## src/rtl/eth_mii_tx.sv

```systemverilog
// eth_mii_tx -- byte-stream to MII (4-bit) Ethernet transmitter.
//
// Takes payload bytes over a valid/ready handshake into a one-byte buffer.
// Each frame goes out as a preamble of 15 x 0x5 and an SFD of 0xD, then the
// payload low nibble first. Optionally a CRC-32 FCS follows. The frame ends
// with an inter-frame gap of IFG_NIBBLES idle nibble slots. Nibble slots are
// CLK_DIV clk_in cycles long. The MII outputs change only on the clk_in edge
// where the internal tick is high.
//
// Optional feature: define ETH_TX_FCS_EN to append the 4-byte FCS.
// Without the macro there is no CRC logic and no FCS state.
//
// Parameters:
//   CLK_DIV      clk_in cycles per MII nibble slot
//   IFG_NIBBLES  idle nibble slots after each frame
// Ports:
//   clk_in     single clock, all logic in this domain
//   rst_n      asynchronous active-low reset
//   s_data     payload byte
//   s_valid    s_data/s_last valid
//   s_last     marks the final payload byte of a frame
//   s_ready    buffer empty, a byte is accepted this cycle if s_valid
//   mii_txd    MII transmit nibble
//   mii_tx_en  MII transmit enable
//   mii_tx_er  MII transmit error
//   busy       high whenever the transmitter is not IDLE

module eth_mii_tx #(
   parameter int CLK_DIV     = 4,
   parameter int IFG_NIBBLES = 24
) (
   input  logic       clk_in,
   input  logic       rst_n,
   input  logic [7:0] s_data,
   input  logic       s_valid,
   input  logic       s_last,
   output logic       s_ready,
   output logic [3:0] mii_txd,
   output logic       mii_tx_en,
   output logic       mii_tx_er,
   output logic       busy
);

   localparam int DW = (CLK_DIV > 1) ? $clog2(CLK_DIV) : 1;
   localparam int SW = $clog2(IFG_NIBBLES + 16) + 1;

   typedef enum logic [2:0] {IDLE, PREAMBLE, DATA, FCS, IFG} state_t;

   state_t          state, state_nxt;
   logic [SW-1:0]   slot_cnt, slot_nxt;
   logic            nib_hi, nib_hi_nxt;
   logic [3:0]      txd_nxt;
   logic            en_nxt, er_nxt;
   logic [DW-1:0]   div_cnt;
   logic            tick;
   logic [7:0]      buf_data;
   logic            buf_last, buf_full;
   logic            discard;
   logic            accept, drop, consume, underrun;
`ifdef ETH_TX_FCS_EN
   logic [31:0]     crc;
   logic [31:0]     fcs_word;
   logic            crc_clear;
`endif

   assign s_ready = !buf_full;
   assign busy    = (state != IDLE);
   assign tick    = (div_cnt == DW'(CLK_DIV - 1));
   assign accept  = s_valid && !buf_full;
   // Bytes arriving after an underrun belong to the aborted frame and are
   // swallowed until the one carrying s_last has gone by.
   assign drop    = accept && (discard || underrun);

   // Free-running slot divider; its wrap is the nibble tick.
   always_ff @(posedge clk_in or negedge rst_n) begin
      if (!rst_n) begin
         div_cnt <= '0;
      end else if (tick) begin
         div_cnt <= '0;
      end else begin
         div_cnt <= div_cnt + DW'(1);
      end
   end

   // One-byte input buffer and the post-underrun discard flag.
   always_ff @(posedge clk_in or negedge rst_n) begin
      if (!rst_n) begin
         buf_data <= '0;
         buf_last <= 1'b0;
         buf_full <= 1'b0;
         discard  <= 1'b0;
      end else begin
         if (accept && !drop) begin
            buf_data <= s_data;
            buf_last <= s_last;
            buf_full <= 1'b1;
         end else if (consume) begin
            buf_full <= 1'b0;
         end
         if (drop) begin
            discard <= !s_last;
         end else if (underrun) begin
            discard <= 1'b1;
         end
      end
   end

`ifdef ETH_TX_FCS_EN
   // Reflected CRC-32 advanced one byte at a time, LSB first.
   function automatic logic [31:0] crc_byte(input logic [31:0] crc_in,
                                            input logic [7:0]  data);
      logic [31:0] c;
      c = crc_in ^ {24'd0, data};
      for (int i = 0; i < 8; i++) begin
         c = c[0] ? ((c >> 1) ^ 32'hEDB88320) : (c >> 1);
      end
      return c;
   endfunction

   assign fcs_word = ~crc;

   // Running CRC over payload bytes, restarted when the SFD goes out.
   always_ff @(posedge clk_in or negedge rst_n) begin
      if (!rst_n) begin
         crc <= 32'hFFFFFFFF;
      end else if (crc_clear) begin
         crc <= 32'hFFFFFFFF;
      end else if (consume) begin
         crc <= crc_byte(crc, buf_data);
      end
   end
`endif

   // FSM state and registered MII outputs.
   always_ff @(posedge clk_in or negedge rst_n) begin
      if (!rst_n) begin
         state     <= IDLE;
         slot_cnt  <= '0;
         nib_hi    <= 1'b0;
         mii_txd   <= 4'h0;
         mii_tx_en <= 1'b0;
         mii_tx_er <= 1'b0;
      end else begin
         state     <= state_nxt;
         slot_cnt  <= slot_nxt;
         nib_hi    <= nib_hi_nxt;
         mii_txd   <= txd_nxt;
         mii_tx_en <= en_nxt;
         mii_tx_er <= er_nxt;
      end
   end

   // Next-state and next-nibble logic. Nothing moves except on a tick, so the
   // MII outputs hold for a whole slot.
   always_comb begin
      state_nxt  = state;
      slot_nxt   = slot_cnt;
      nib_hi_nxt = nib_hi;
      txd_nxt    = mii_txd;
      en_nxt     = mii_tx_en;
      er_nxt     = mii_tx_er;
      consume    = 1'b0;
      underrun   = 1'b0;
`ifdef ETH_TX_FCS_EN
      crc_clear  = 1'b0;
`endif
      if (tick) begin
         case (state)
            IDLE: begin
               txd_nxt = 4'h0;
               en_nxt  = 1'b0;
               er_nxt  = 1'b0;
               if (buf_full) begin
                  state_nxt = PREAMBLE;
                  slot_nxt  = SW'(1);
                  txd_nxt   = 4'h5;
                  en_nxt    = 1'b1;
               end
            end
            PREAMBLE: begin
               en_nxt = 1'b1;
               er_nxt = 1'b0;
               if (slot_cnt == SW'(15)) begin
                  txd_nxt    = 4'hD;
                  state_nxt  = DATA;
                  nib_hi_nxt = 1'b0;
`ifdef ETH_TX_FCS_EN
                  crc_clear  = 1'b1;
`endif
               end else begin
                  txd_nxt  = 4'h5;
                  slot_nxt = slot_cnt + SW'(1);
               end
            end
            DATA: begin
               en_nxt = 1'b1;
               er_nxt = 1'b0;
               if (!nib_hi) begin
                  if (buf_full) begin
                     txd_nxt    = buf_data[3:0];
                     nib_hi_nxt = 1'b1;
                  end else begin
                     underrun  = 1'b1;
                     txd_nxt   = 4'h0;
                     er_nxt    = 1'b1;
                     state_nxt = IFG;
                     slot_nxt  = '0;
                  end
               end else begin
                  txd_nxt    = buf_data[7:4];
                  nib_hi_nxt = 1'b0;
                  consume    = 1'b1;
                  if (buf_last) begin
`ifdef ETH_TX_FCS_EN
                     state_nxt = FCS;
`else
                     state_nxt = IFG;
`endif
                     slot_nxt  = '0;
                  end
               end
            end
`ifdef ETH_TX_FCS_EN
            FCS: begin
               en_nxt  = 1'b1;
               er_nxt  = 1'b0;
               txd_nxt = fcs_word[{slot_cnt[2:0], 2'b00} +: 4];
               if (slot_cnt == SW'(7)) begin
                  state_nxt = IFG;
                  slot_nxt  = '0;
               end else begin
                  slot_nxt = slot_cnt + SW'(1);
               end
            end
`endif
            IFG: begin
               txd_nxt = 4'h0;
               en_nxt  = 1'b0;
               er_nxt  = 1'b0;
               if (slot_cnt == SW'(IFG_NIBBLES - 1)) begin
                  state_nxt = IDLE;
                  slot_nxt  = '0;
               end else begin
                  slot_nxt = slot_cnt + SW'(1);
               end
            end
            default: begin
               state_nxt = IDLE;
               slot_nxt  = '0;
               txd_nxt   = 4'h0;
               en_nxt    = 1'b0;
               er_nxt    = 1'b0;
            end
         endcase
      end
   end

endmodule

```

## config.mk

```make
export PLATFORM = sky130hd
export DESIGN_NAME = eth_mii_tx
export DESIGN_NICKNAME = d
export VERILOG_FILES = /design/src/rtl/eth_mii_tx.sv
export SDC_FILE = /design/constraint.sdc
export NUM_CORES = 1
export LEC_CHECK = 0
export BUFFER_PORTS_ARGS = -buffer_cell sky130_fd_sc_hd__buf_2
export CORE_UTILIZATION = 30
export DETAILED_ROUTE_END_ITERATION = 10
export SYNTH_ARGS = -nofsm -noshare
export SYNTH_HDL_FRONTEND = slang
export SYNTH_SLANG_ARGS = --single-unit
export TNS_END_PERCENT = 20
```

## constraint.sdc

```tcl
create_clock -name clk_in -period 1.7 [get_ports clk_in]
set_clock_uncertainty 0.05 [all_clocks]
set_input_delay 0.34 -clock clk_in [delete_from_list [all_inputs] [get_ports clk_in]]
set_output_delay 0.34 -clock clk_in [all_outputs]
set_load 0.005 [all_outputs]
```

==> results.sh <==
export IMPL_power_density_nw_per_um2=652
export IMPL_synth_top_area_share_pct=50.4
export IMPL_clk_latency_ns=0.28
export IMPL_slew_headroom_pct=55.5
export IMPL_switching_power_w=0.000311
export IMPL_cp_buffers_inverters=1
export IMPL_ant_nets=0
export IMPL_grt_start_max_net_pins=31
export IMPL_diodes=0
export IMPL_worst_r2r_path_depth=6
export IMPL_grt_ovfl_total=0
export IMPL_totalWireLength_mm=3.74
export IMPL_rrSetupSlack_ns=-0.12
export IMPL_dieArea_sq_um=5250
export IMPL_gp_congestion=0.823
export IMPL_crit_chain="ha_4 -> nand4bb_4 -> nor2_2 -> or4b_4 -> buf_6 -> mux2_2"
export IMPL_period_minus_slack_ns=1.82
export IMPL_ys_flop_type="dfrtp_1"
export IMPL_utilization_pct=44.5
export IMPL_clock_sinks=30
export IMPL_clk_path_buf_depth=2
export IMPL_cp_end_kind="register"
export IMPL_hold_slack_ns=0.0353
export IMPL_rows=25
export IMPL_crit_slowest_cell="or4b_4"
export IMPL_r2r_start="div_cnt[0]"
export IMPL_die_y_um=72.5
export IMPL_synth_area_per_cell_sq_um=10.8
export IMPL_seq_area_frac_synth_pct=50.4
export IMPL_antenna_found_initial=0
export IMPL_final_area_sq_um=2110
export IMPL_final_nets=203
export IMPL_mostFrequentLayoutCells="dfrtp_1 (28), buf_4 (22), buf_2 (19)"
export IMPL_crit_path_start_kind="register"
export IMPL_fillerInstances=485
export IMPL_cts_buffers=5
export IMPL_swShare_pct=22.5
export IMPL_criticalPathCategory="reg2reg"
export IMPL_cp_max_fo=5
export IMPL_intPower_w=0.00107
export IMPL_layout_commonest_cell="dfrtp_1"
export IMPL_grt_usage_pct=15.6
export IMPL_wl_per_cell_um=14.5
export IMPL_synth_top_area_cell="dfrtp_1"
export IMPL_peakVddDrop_mv=0.428
export IMPL_setup_ws_ns=-0.119
export IMPL_start_util_pct=31.3
export IMPL_cts_root_buf="clkbuf_8"
export IMPL_synth_area_sq_um=1490
export IMPL_slowest_delay_ns=0.50
export IMPL_synth_edf_count=0
export IMPL_crit_required_ns=1.81
export IMPL_drt_vias_per_instance=5.01
export IMPL_synthArstFlopShare_pct=100
export IMPL_drt_initial_drc_count=64
export IMPL_fin_total_pwr_w=0.00138
export IMPL_h_tree_depth=2
export IMPL_setup_viol=12
export IMPL_critPathTopFamily="simple AND/OR/NAND/NOR gates"
export IMPL_dp_hpwl_mm=2.52
export IMPL_power_frac_clock_pct=44.2
export IMPL_syn_num_nets=152
export IMPL_grt_pass1_wl_mm=6.29
export IMPL_fin_crit_sh_pct=107
export IMPL_finalHoldViolations=0
export IMPL_clock_fmax_mhz=550
export IMPL_arrival_ns=1.93
export IMPL_ys_seq_elements=30
export IMPL_final_setup_tns_ns=-1.15
export IMPL_syn_to_final_growth_pct=42.0
export IMPL_leakagePower_nw=0.936
export IMPL_drc=0
export IMPL_ys_types=44
export IMPL_grt_pass1_vias=1336
export IMPL_vias=1287
export IMPL_min_path_type="in2async"
export IMPL_combPwrFrac_pct=2.9
export IMPL_place_area_sq_um=1840
export IMPL_hold_buffers=0
export IMPL_io_pins=20
export IMPL_tightest_slew_ns=0.668
export IMPL_drv_cap=0
export IMPL_syn_inst=138
export IMPL_failed_checks="negative setup slack"
export IMPL_clkTransAtPathRegs_ns=0.07
export IMPL_synth_area_leaders="dfrtp_1 (50%), mux2_2 (7.6%), o21ai_0 (3.0%)"
export IMPL_cts_tree="yes"
export IMPL_ys_warn_count=0
export IMPL_core_sq_um=4750
export IMPL_drive_above_1_share_pct=46.3
export IMPL_p_seq_share_pct=52.9
export IMPL_portBuffers=19
export IMPL_rr_endpoint="buf_data[3]"
export IMPL_rsz0062_at_grt="true"
export IMPL_die_x_um=72.5
export IMPL_final_max_slew_viol_count=0
export IMPL_first_pass_iters=4
export IMPL_status="finished with violations"
Yosys cell counts (all sizes together) (2+ instances only):
master	instances
a22o	5
ha	2
nand3	2
a21oi	7
dfrtp	30
mux2	10
clkbuf	3
nor2	7
inv	7
and3	5
a31oi	3
buf	2
o211ai	3
o21ai	9
o2bb2ai	2
nand2b	2
nand2	9
o22ai	4
nor2b	4
nand4bb	2
logic make-up after synthesis:
family                   share of synthesized area, %
AO/OA/AOI/OAI                                    19.8
AND/OR/NAND/NOR                                  16.6
flip-flops                                       50.4
buffers and inverters                            3.36
multiplexers                                     7.56
adder cells (fa/ha/maj)                          1.68
XOR/XNOR                                        0.588
layer usage:
layer  share of wire, %  global-route usage [%]  wire [um]  up-vias
li1                   -                       -          -      611
met1                 46                    19.8       1710      651
met2                 51                    26.0       1910       23
met3                2.7                    4.31         99        2
met4               0.51                    4.14         19        0
met5                  0                       0          0        -
state kept, by name, indices dropped and copies added, names as in the netlist:
name       count
buf_data       8
buf_full       1
buf_last       1
discard        1
div_cnt        2
mii_tx_en      1
mii_tx_er      1
mii_txd        4
nib_hi         1
slot_cnt       7
state          3
power groups by stage:
| stage | logic [W] | clock network [W] | registers (W) |
|---|---|---|---|
| floorplan | 0.0000134 | 0 | 0.000742 |
| global placement | 0.0000405 | 0 | 0.000743 |
| detailed placement | 0.0000428 | 0 | 0.000743 |
| CTS | 0.0000428 | 0.000624 | 0.000730 |
| global route | 0.0000469 | 0.000664 | 0.000731 |
| finish | 0.0000407 | 0.000609 | 0.000730 |
timing repair:
| action | in CTS | in global routing |
|---|---|---|
| cloned | 1 | 1 |
| hold endpoints to repair | 0 | 0 |
| resized for setup | 14 | 13 |
| pin swaps | 1 | 7 |
| setup endpoints to repair | 16 | 21 |
| setup buffers | 2 | 5 |
final cells by class:
type	instances	area, sq um	area share, %
clock inverter	2	12.5	0.592
clock buffer	6	82.6	3.91
inverter	7	26.3	1.24
timing repair buffer	49	350	16.6
tap	67	83.8	3.96
sequential	30	753	35.6
multi-input combinational	96	806	38.1
how the worst max path moves through the flow:
stage,from,slack [ns],endpoint,depth (start not counted)
2_1_floorplan,div_cnt[0],-0.06,buf_data[0],6
3_3_place_gp,div_cnt[0],-0.09,buf_data[1],6
3_5_place_dp,div_cnt[0],-0.13,buf_data[3],6
4_1_cts,div_cnt[0],-0.12,buf_data[3],6
5_1_grt,state[0],-0.16,busy,4
6_report,div_cnt[0],-0.12,buf_data[3],6
stage by stage:
| step | setup slack, ns | instances |
|---|---|---|
| after floorplan | -0.0642 | 138 |
| after global placement | -0.0859 | 240 |
| after detailed placement | -0.125 | 240 |
| after CTS | -0.119 | 251 |
| after global routing | -0.165 | 257 |
| final | -0.119 | 257 |
No activity file was read; power rests on OpenSTA's default activity.
